## config.mk

```make
export PLATFORM = sky130hd
export DESIGN_NAME = truth_table_sweeper
export DESIGN_NICKNAME = d
export VERILOG_FILES = /design/src/rtl/truth_table_sweeper.sv
export SDC_FILE = /design/constraint.sdc
export NUM_CORES = 1
export LEC_CHECK = 0
export CAP_MARGIN = 25
export CELL_PAD_IN_SITES_DETAIL_PLACEMENT = 0
export CELL_PAD_IN_SITES_GLOBAL_PLACEMENT = 1
export CORE_UTILIZATION = 43
export DETAILED_ROUTE_END_ITERATION = 6
export PLACE_DENSITY_LB_ADDON = 0.1
export SYNTH_ARGS = -nofsm -noshare
export SYNTH_HDL_FRONTEND = slang
export SYNTH_SLANG_ARGS = --single-unit
export TNS_END_PERCENT = 10
```

## constraint.sdc

```tcl
create_clock -name clk -period 6.64 [get_ports clk]
set_input_delay 1.992 -clock clk [delete_from_list [all_inputs] [get_ports clk]]
set_output_delay 1.992 -clock clk [all_outputs]
set_load 0.05 [all_outputs]
```

## src/rtl/truth_table_sweeper.sv

```systemverilog
// truth_table_sweeper: sweeps all 16 {a,b,c,d} vectors through a 4-input combinational block,
// samples y after SETTLE extra cycles per vector and checks the captured table against EXPECTED.
// Ports: clk, rst_n (async active-low), start (sweep request), dut_y (y of the block under test),
// a/b/c/d (stimulus = vector index, a is MSB), busy, done (1-cycle pulse), pass,
// table_q (captured table), mismatch_cnt, first_fail (lowest mismatching index).
module truth_table_sweeper #(
  parameter int SETTLE = 2,
  parameter logic [15:0] EXPECTED = 16'h990F
) (
  input  logic        clk,
  input  logic        rst_n,
  input  logic        start,
  input  logic        dut_y,
  output logic        a,
  output logic        b,
  output logic        c,
  output logic        d,
  output logic        busy,
  output logic        done,
  output logic        pass,
  output logic [15:0] table_q,
  output logic [4:0]  mismatch_cnt,
  output logic [3:0]  first_fail
);
  typedef enum logic [1:0] {IDLE, DRIVE, DONE} state_t;
  state_t state_q, state_d;
  logic [3:0] idx_q, idx_d, cnt_q, cnt_d, ff_q, ff_d;
  logic [4:0] mm_q, mm_d, mm_n;
  logic [15:0] table_d;
  logic done_q, done_d, pass_q, pass_d, sample, miss;
  always_comb begin
    sample = state_q == DRIVE && cnt_q == 4'(SETTLE);
    miss = dut_y != EXPECTED[idx_q];
    mm_n = mm_q + 5'(miss);
    state_d = state_q;
    idx_d = idx_q;
    cnt_d = cnt_q;
    ff_d = ff_q;
    mm_d = mm_q;
    table_d = table_q;
    done_d = 1'b0;
    pass_d = pass_q;
    if (start && state_q != DRIVE) begin
      state_d = DRIVE;
      idx_d = '0;
      cnt_d = '0;
      ff_d = '0;
      mm_d = '0;
      table_d = '0;
      pass_d = 1'b0;
    end else if (state_q == DRIVE) begin
      cnt_d = sample ? '0 : cnt_q + 4'd1;
      if (sample) begin
        table_d[idx_q] = dut_y;
        mm_d = mm_n;
        ff_d = (miss && mm_q == 0) ? idx_q : ff_q;
        if (idx_q == 4'hF) begin
          state_d = DONE;
          done_d = 1'b1;
          pass_d = mm_n == 0;
        end else idx_d = idx_q + 4'd1;
      end
    end
  end
  always_ff @(posedge clk or negedge rst_n) begin
    if (!rst_n) begin
      state_q <= IDLE;
      idx_q <= '0;
      cnt_q <= '0;
      ff_q <= '0;
      mm_q <= '0;
      table_q <= '0;
      done_q <= 1'b0;
      pass_q <= 1'b0;
    end else begin
      state_q <= state_d;
      idx_q <= idx_d;
      cnt_q <= cnt_d;
      ff_q <= ff_d;
      mm_q <= mm_d;
      table_q <= table_d;
      done_q <= done_d;
      pass_q <= pass_d;
    end
  end
  assign {a, b, c, d} = idx_q;
  assign busy = state_q == DRIVE;
  assign done = done_q;
  assign pass = pass_q;
  assign mismatch_cnt = mm_q;
  assign first_fail = ff_q;
endmodule

```

* Yosys cells after proc, flatten, opt, wreduce, memory -nomap -nowiden
Memories as Yosys holds them, arrays and structs flattened.
Index checks and enable logic that the tools add are counted.
** Cells by class
- Muxes and demuxes :: 33
- Reduce and logical (&&, ||, !) cells :: 14
- $lt $le $gt $ge :: 2
- Add/subtract/negate cells :: 3
- Equal/unequal tests :: 6
** Operators by type and width (count)
- two-way mux 16 bit :: 3
- two-way mux 4 bit :: 11
- bitwise mux 16 bit :: 1
- two-way mux 5 bit :: 3
- zero test 5 bit :: 2
- two-way mux 1 bit :: 10
- AND reduction 3 bit :: 3
- adder 4 x 1 -> 4 bit (second input constant) :: 2
- two-way mux 2 bit :: 4
- nonzero test 2 bit :: 4
- adder 5 x 1 -> 5 bit :: 1
- < comparator 4 x 5 -> 1 bit (second input constant) :: 1
- demux 1 bit (select 4 bit) :: 1
- == test 4 x 2 -> 1 bit (second input constant) :: 1
- == test 4 bit (second input constant) :: 1
- greater-or-equal comparator 4 x 1 -> 1 bit (second input constant) :: 1
- logical AND 1 bit :: 4
- == test 2 x 1 -> 1 bit (second input constant) :: 1
- != test 2 x 1 -> 1 bit (second input constant) :: 1
- != test 2 bit (second input constant) :: 1
- AND reduction 2 bit :: 1
- != test 1 bit :: 1
** Storage, ports and cells
- Memories kept :: 1
- Input bits :: 4
- Output and inout port bits :: 32
- Word-level logic and storage cells :: 67
- Bits in registers :: 37
- Bits in read-only memories :: 16
** Memory list
- (name not given) :: depth 16, bits a word 1, rd ports 1, clocked after memory_dff 0, wr ports 0, RTL line 33 : miss = dut_y != EXPECTED[idx_q];

* Longest topological paths before layout
- Depth after elaboration :: 9
- Mapped depth :: 9
- Mapped depth without buffers :: 9

* Least setup slack after synthesis
No wires, ideal clock.
- Kind :: input to register
- Start point :: input port dut_y
- End point :: register pass_q, in the netlist pass
- Arrival time :: 3.233 ns
- Path buffers :: 0
- Stages :: 5
- Data required time :: 6.564 ns
- Setup slack :: 3.331 ns
- Library setup time :: 0.076 ns
- Cell sequence :: xor2_1 -> ha_1 -> ha_1 -> or4b_1 -> o21ai_1
** On the way
- Cells in the longest elaborated chain, start to end :: 7
** RTL lines
- start, declared :: RTL line 13 : input logic dut_y,
- != test 1 bit :: RTL line 33
- adder 5 x 1 -> 5 bit :: RTL line 34 : mm_n = mm_q + 5'(miss);
- zero test 5 bit :: RTL line 60 : pass_d = mm_n == 0;
- two-way mux 1 bit :: RTL line 57 : if (idx_q == 4'hF) begin
- two-way mux 1 bit :: RTL line 53 : if (sample) begin
- two-way mux 1 bit :: RTL line 51 : end else if (state_q == DRIVE) begin
- two-way mux 1 bit :: RTL line 43 : if (start && state_q != DRIVE) begin
- end signal, assigned :: RTL line 83 : pass_q <= pass_d;
- end, declared :: RTL line 30 : logic done_q, done_d, pass_q, pass_d, sample, miss;
No other way between the ends. The select of a mux whose other input is x is not followed.
A chain may end at the register's enable or synchronous reset.

* Final worst setup path
- Start point :: register state_q[1]
- End point :: output port busy
** On the way
- Cells in the longest elaborated chain, start to end :: 1
** RTL lines
- start, declared :: RTL line 26 : state_t state_q, state_d;
- start signal, assigned :: RTL line 76 : state_q <= state_d;
- == test 2 x 1 -> 1 bit :: RTL line 87 : assign busy = state_q == DRIVE;
- end, declared :: RTL line 18 : output logic busy,
No other way between the ends.

==> run_summary.xml <==
<?xml version="1.0" encoding="UTF-8"?>
<metrics>
  <group name="status">
    <metric name="status" unit="">complete, no violations</metric>
  </group>
  <group name="die">
    <metric name="initial_utilization" unit="%">45.8</metric>
    <metric name="die_h" unit="µm">68.2</metric>
    <metric name="core.rowCount" unit="">23</metric>
    <metric name="io-pin-count" unit="">36</metric>
    <metric name="die-area" unit="µm²">4650</metric>
    <metric name="core_area" unit="µm²">4120</metric>
    <metric name="die_width" unit="µm">68.2</metric>
  </group>
  <group name="clock_network">
    <metric name="ctsHtreeMaxLevel" unit="">2</metric>
    <metric name="ctsResizeCount" unit="">0</metric>
    <metric name="clockBufferDepth" unit="">2</metric>
    <metric name="cts_made_buffers" unit="">5</metric>
    <metric name="cts.reportedPaths.clkPinSlew" unit="ps">70</metric>
    <metric name="clock_sink_count" unit="">37</metric>
    <metric name="clock_latency" unit="ps">280</metric>
    <metric name="cts_hold_repair.buffers" unit="">0</metric>
    <metric name="clk_root_buffer_cell" unit="">sky130_fd_sc_hd__clkbuf_8</metric>
    <metric name="cts_tree" unit="">done</metric>
    <metric name="postCtsSetupBuffers" unit="">0</metric>
  </group>
  <group name="timing">
    <metric name="timing.fmax" unit="MHz">241</metric>
    <metric name="worst-slew-pin-transition" unit="ps">709</metric>
    <metric name="rsz0062_at_grt" unit="">no</metric>
    <metric name="post_route_worst_setup_slack" unit="ps">2490</metric>
    <metric name="slew-limit-headroom" unit="%">52.7</metric>
    <metric name="finalHoldViolCount" unit="">0</metric>
    <metric name="finalCritPeriodShare" unit="%">62.6</metric>
    <metric name="timing.final.setup_violations" unit="">0</metric>
    <metric name="timing.setup.tns" unit="ps">0</metric>
    <metric name="maxSlewViolCount" unit="">0</metric>
    <metric name="final_critical_path_time_including_i_o_delays_and_setup" unit="ps">4150</metric>
    <metric name="fin_skew" unit="ps">6.51</metric>
  </group>
  <group name="power_and_ir_drop">
    <metric name="logic_pwr_share" unit="%">53.5</metric>
    <metric name="power.internal" unit="µW">611</metric>
    <metric name="leakage" unit="nW">0.999</metric>
    <metric name="switching_share" unit="%">49.2</metric>
    <metric name="total_switching_power" unit="µW">592</metric>
    <metric name="power_per_standard_cell_area" unit="nW/µm²">514</metric>
    <metric name="seq_power_share" unit="%">33.5</metric>
    <metric name="vdd.ir_drop.worst" unit="mV">0.330</metric>
    <metric name="clock_power_share" unit="%">13.0</metric>
  </group>
  <group name="logic_synthesis">
    <metric name="synthesis.area" unit="µm²">1880</metric>
    <metric name="post_synth_main_area_contributors" unit="">sky130_fd_sc_hd__dfrtp_1, sky130_fd_sc_hd__ha_1, sky130_fd_sc_hd__mux2i_1</metric>
    <metric name="syn_area_per_cell" unit="µm²">10.5</metric>
    <metric name="mappedNetlistNets" unit="">192</metric>
    <metric name="number_of_distinct_library_cell_variants_in_the_gate_level_netlist_after_synthesis" unit="">38</metric>
    <metric name="synth_top_cell_area_share" unit="%">49.2</metric>
    <metric name="synthCells" unit="">180</metric>
    <metric name="synth_seq_area_share" unit="%">49.2</metric>
    <metric name="ys_warn_count" unit="">0</metric>
    <metric name="largest_area_contributor_in_the_synthesized_netlist" unit="">sky130_fd_sc_hd__dfrtp_1</metric>
    <metric name="synth-seq-cells" unit="">37</metric>
  </group>
  <group name="routing">
    <metric name="detail_route.vias_per_cell" unit="">5.58</metric>
    <metric name="route.final.wire_length" unit="mm">4.22</metric>
    <metric name="wl_per_cell" unit="µm">16.0</metric>
    <metric name="drt_iter0_drc" unit="">55</metric>
    <metric name="ant_nets" unit="">0</metric>
    <metric name="drt_first_pass_iters" unit="">4</metric>
    <metric name="vias" unit="">1473</metric>
    <metric name="post-route-drc-count" unit="">0</metric>
  </group>
  <group name="grt">
    <metric name="antenna_found_initial" unit="">0</metric>
    <metric name="grtUsageTotal" unit="%">20.7</metric>
    <metric name="grt_start_max_net_pins" unit="">38</metric>
    <metric name="grt_pass1_wl" unit="mm">6.99</metric>
    <metric name="grt_overflow_total" unit="">0</metric>
    <metric name="first_global_vias" unit="">1424</metric>
  </group>
  <group name="placed_design">
    <metric name="place.detailed.hpwl" unit="mm">2.92</metric>
    <metric name="portBuffers" unit="">35</metric>
    <metric name="dp.cells" unit="">257</metric>
    <metric name="place.gp.congestion" unit="">0.833</metric>
    <metric name="dp_slack" unit="ps">2700</metric>
  </group>
  <group name="final_layout">
    <metric name="layout.core_utilization" unit="%">56.9</metric>
    <metric name="insertedDiodeCount" unit="">0</metric>
    <metric name="num-nets-final" unit="">226</metric>
    <metric name="n_fill_cell" unit="">371</metric>
    <metric name="post_route_cells_drive_above_1_share" unit="%">7.48</metric>
    <metric name="final_cell_count_no_fill" unit="">264</metric>
    <metric name="synthToLayoutAreaGrowth" unit="%">24.3</metric>
  </group>
  <group name="worst_setup_path">
    <metric name="worst-endpoint-required" unit="ps">4650</metric>
    <metric name="timing.critical_path.from_type" unit="">flop</metric>
    <metric name="timing.critical_path.fanout_max" unit="">15</metric>
    <metric name="cp-end-kind" unit="">primary output</metric>
    <metric name="timing.critical_path.arrival" unit="ps">2160</metric>
    <metric name="path_class" unit="">flop to primary output</metric>
    <metric name="worst_r2r_path_depth" unit="">8</metric>
  </group>
  <group name="run">
    <metric name="maxCapViolations" unit="">0</metric>
  </group>
  <group name="min_path">
    <metric name="worst_hold_path_type" unit="">flop to flop</metric>
    <metric name="worstHoldPathCells" unit="">2</metric>
  </group>
</metrics>
-- cell usage after synthesis, drive strengths merged --
cell / n
dfrtp: 37
nand2: 19
nand3: 18
o21ai: 14
mux2i: 10
ha: 8
inv: 8
nor2: 8
o31ai: 8
nand4: 7
o211ai: 7
buf: 6
nor3: 5
clkbuf: 3
xor2: 3
a211oi: 2
a31oi: 2
and2: 2
o311ai: 2
o41ai: 2
and3: 1
mux2: 1
nand2b: 1
nand3b: 1
nor2b: 1
nor3b: 1
o21a: 1
or4b: 1
xnor2: 1
-- layer usage --
metal | up-vias | track usage (%) | part of all wire, %
met1 | 713 | 27.8 | 49
met5 | - | 0 | 0
met2 | 33 | 33.3 | 47
li1 | 725 | - | -
met3 | 2 | 5.33 | 3.6
met4 | 0 | 4.69 | 0.26
-- cells by family after synthesis --
group                    count (synthesis)  share of synthesized area, %
AO/OA/AOI/OAI                           38                          13.4
buffers and inverters                   17                          4.25
flip-flops                              37                          49.2
multiplexers                            11                          5.91
XOR/XNOR                                 4                          1.86
AND/OR/NAND/NOR                         65                          20.1
adder cells (fa/ha/maj)                  8                          5.32
-- placed cells by master (no fill, tap or decap), types with 2 or more instances in the layout --
cell                              instances
sky130_fd_sc_hd__nand4_1                  7
sky130_fd_sc_hd__dfrtp_1                 37
sky130_fd_sc_hd__xor2_1                   3
sky130_fd_sc_hd__clkdlybuf4s50_1         35
sky130_fd_sc_hd__nor2_1                   8
sky130_fd_sc_hd__o211ai_1                 7
sky130_fd_sc_hd__and2_1                   2
sky130_fd_sc_hd__mux2i_1                 10
sky130_fd_sc_hd__nand2_1                 18
sky130_fd_sc_hd__nor3_1                   4
sky130_fd_sc_hd__a211oi_1                 2
sky130_fd_sc_hd__a31oi_1                  2
sky130_fd_sc_hd__inv_1                    7
sky130_fd_sc_hd__nand3_4                  3
sky130_fd_sc_hd__nand3_1                 15
sky130_fd_sc_hd__clkbuf_8                 6
sky130_fd_sc_hd__o31ai_1                  8
sky130_fd_sc_hd__o41ai_1                  2
sky130_fd_sc_hd__o21ai_0                 13
sky130_fd_sc_hd__ha_1                     8
-- flip-flops by register name, indices dropped and copies added (netlist names) --
register and flops:
mismatch_cnt 5, idx_q 4, first_fail 4, done 1
state_q 2, table_q 16, cnt_q 4, pass 1
-- power groups by stage --
stage	Clock [mW]	Sequential, mW	Combinational [mW]
after floorplan	0	0.623	0.215
after global routing	0.172	0.415	0.692
after global placement	0	0.399	0.636
after CTS	0.162	0.402	0.646
after detailed placement	0	0.406	0.644
final	0.157	0.402	0.643
-- worst max-delay path, cell delays in order (launching register included) --
cell and delay [ps]:
sky130_fd_sc_hd__dfrtp_1 380, sky130_fd_sc_hd__nand2b_1 270, sky130_fd_sc_hd__inv_2 330, sky130_fd_sc_hd__clkdlybuf4s50_1 880
-- final cells by class --
class	instances	area, µm²	area share, %
Multi-Input combinational cell	126	877	37.5
Clock buffer	7	86.3	3.69
Tap cell	50	62.6	2.67
Timing Repair Buffer	36	358	15.3
Sequential cell	37	926	39.6
Inverter	8	30.0	1.28
-- stage by stage --
step                      power, mW  hold WS (ps)  cell area (µm²)
final                          1.20           509             2340
after global routing           1.28           542             2340
after CTS                      1.21           516             2340
after detailed placement       1.05           493             2250
after global placement         1.03           488             2250
after floorplan               0.839           465             1880
-- worst paths after layout --
path,startpoint,endpoint,slack (ps)
max reg2reg,idx_q[0],pass,4150
min,table_q[9],table_q[9],510
max in group asynchronous,rst_n,table_q[1],4180
max,state_q[1],busy,2490
min in group asynchronous,rst_n,mismatch_cnt[2],2120
min reg2reg,table_q[9],table_q[9],510
Power figures use the tool's default switching activity.
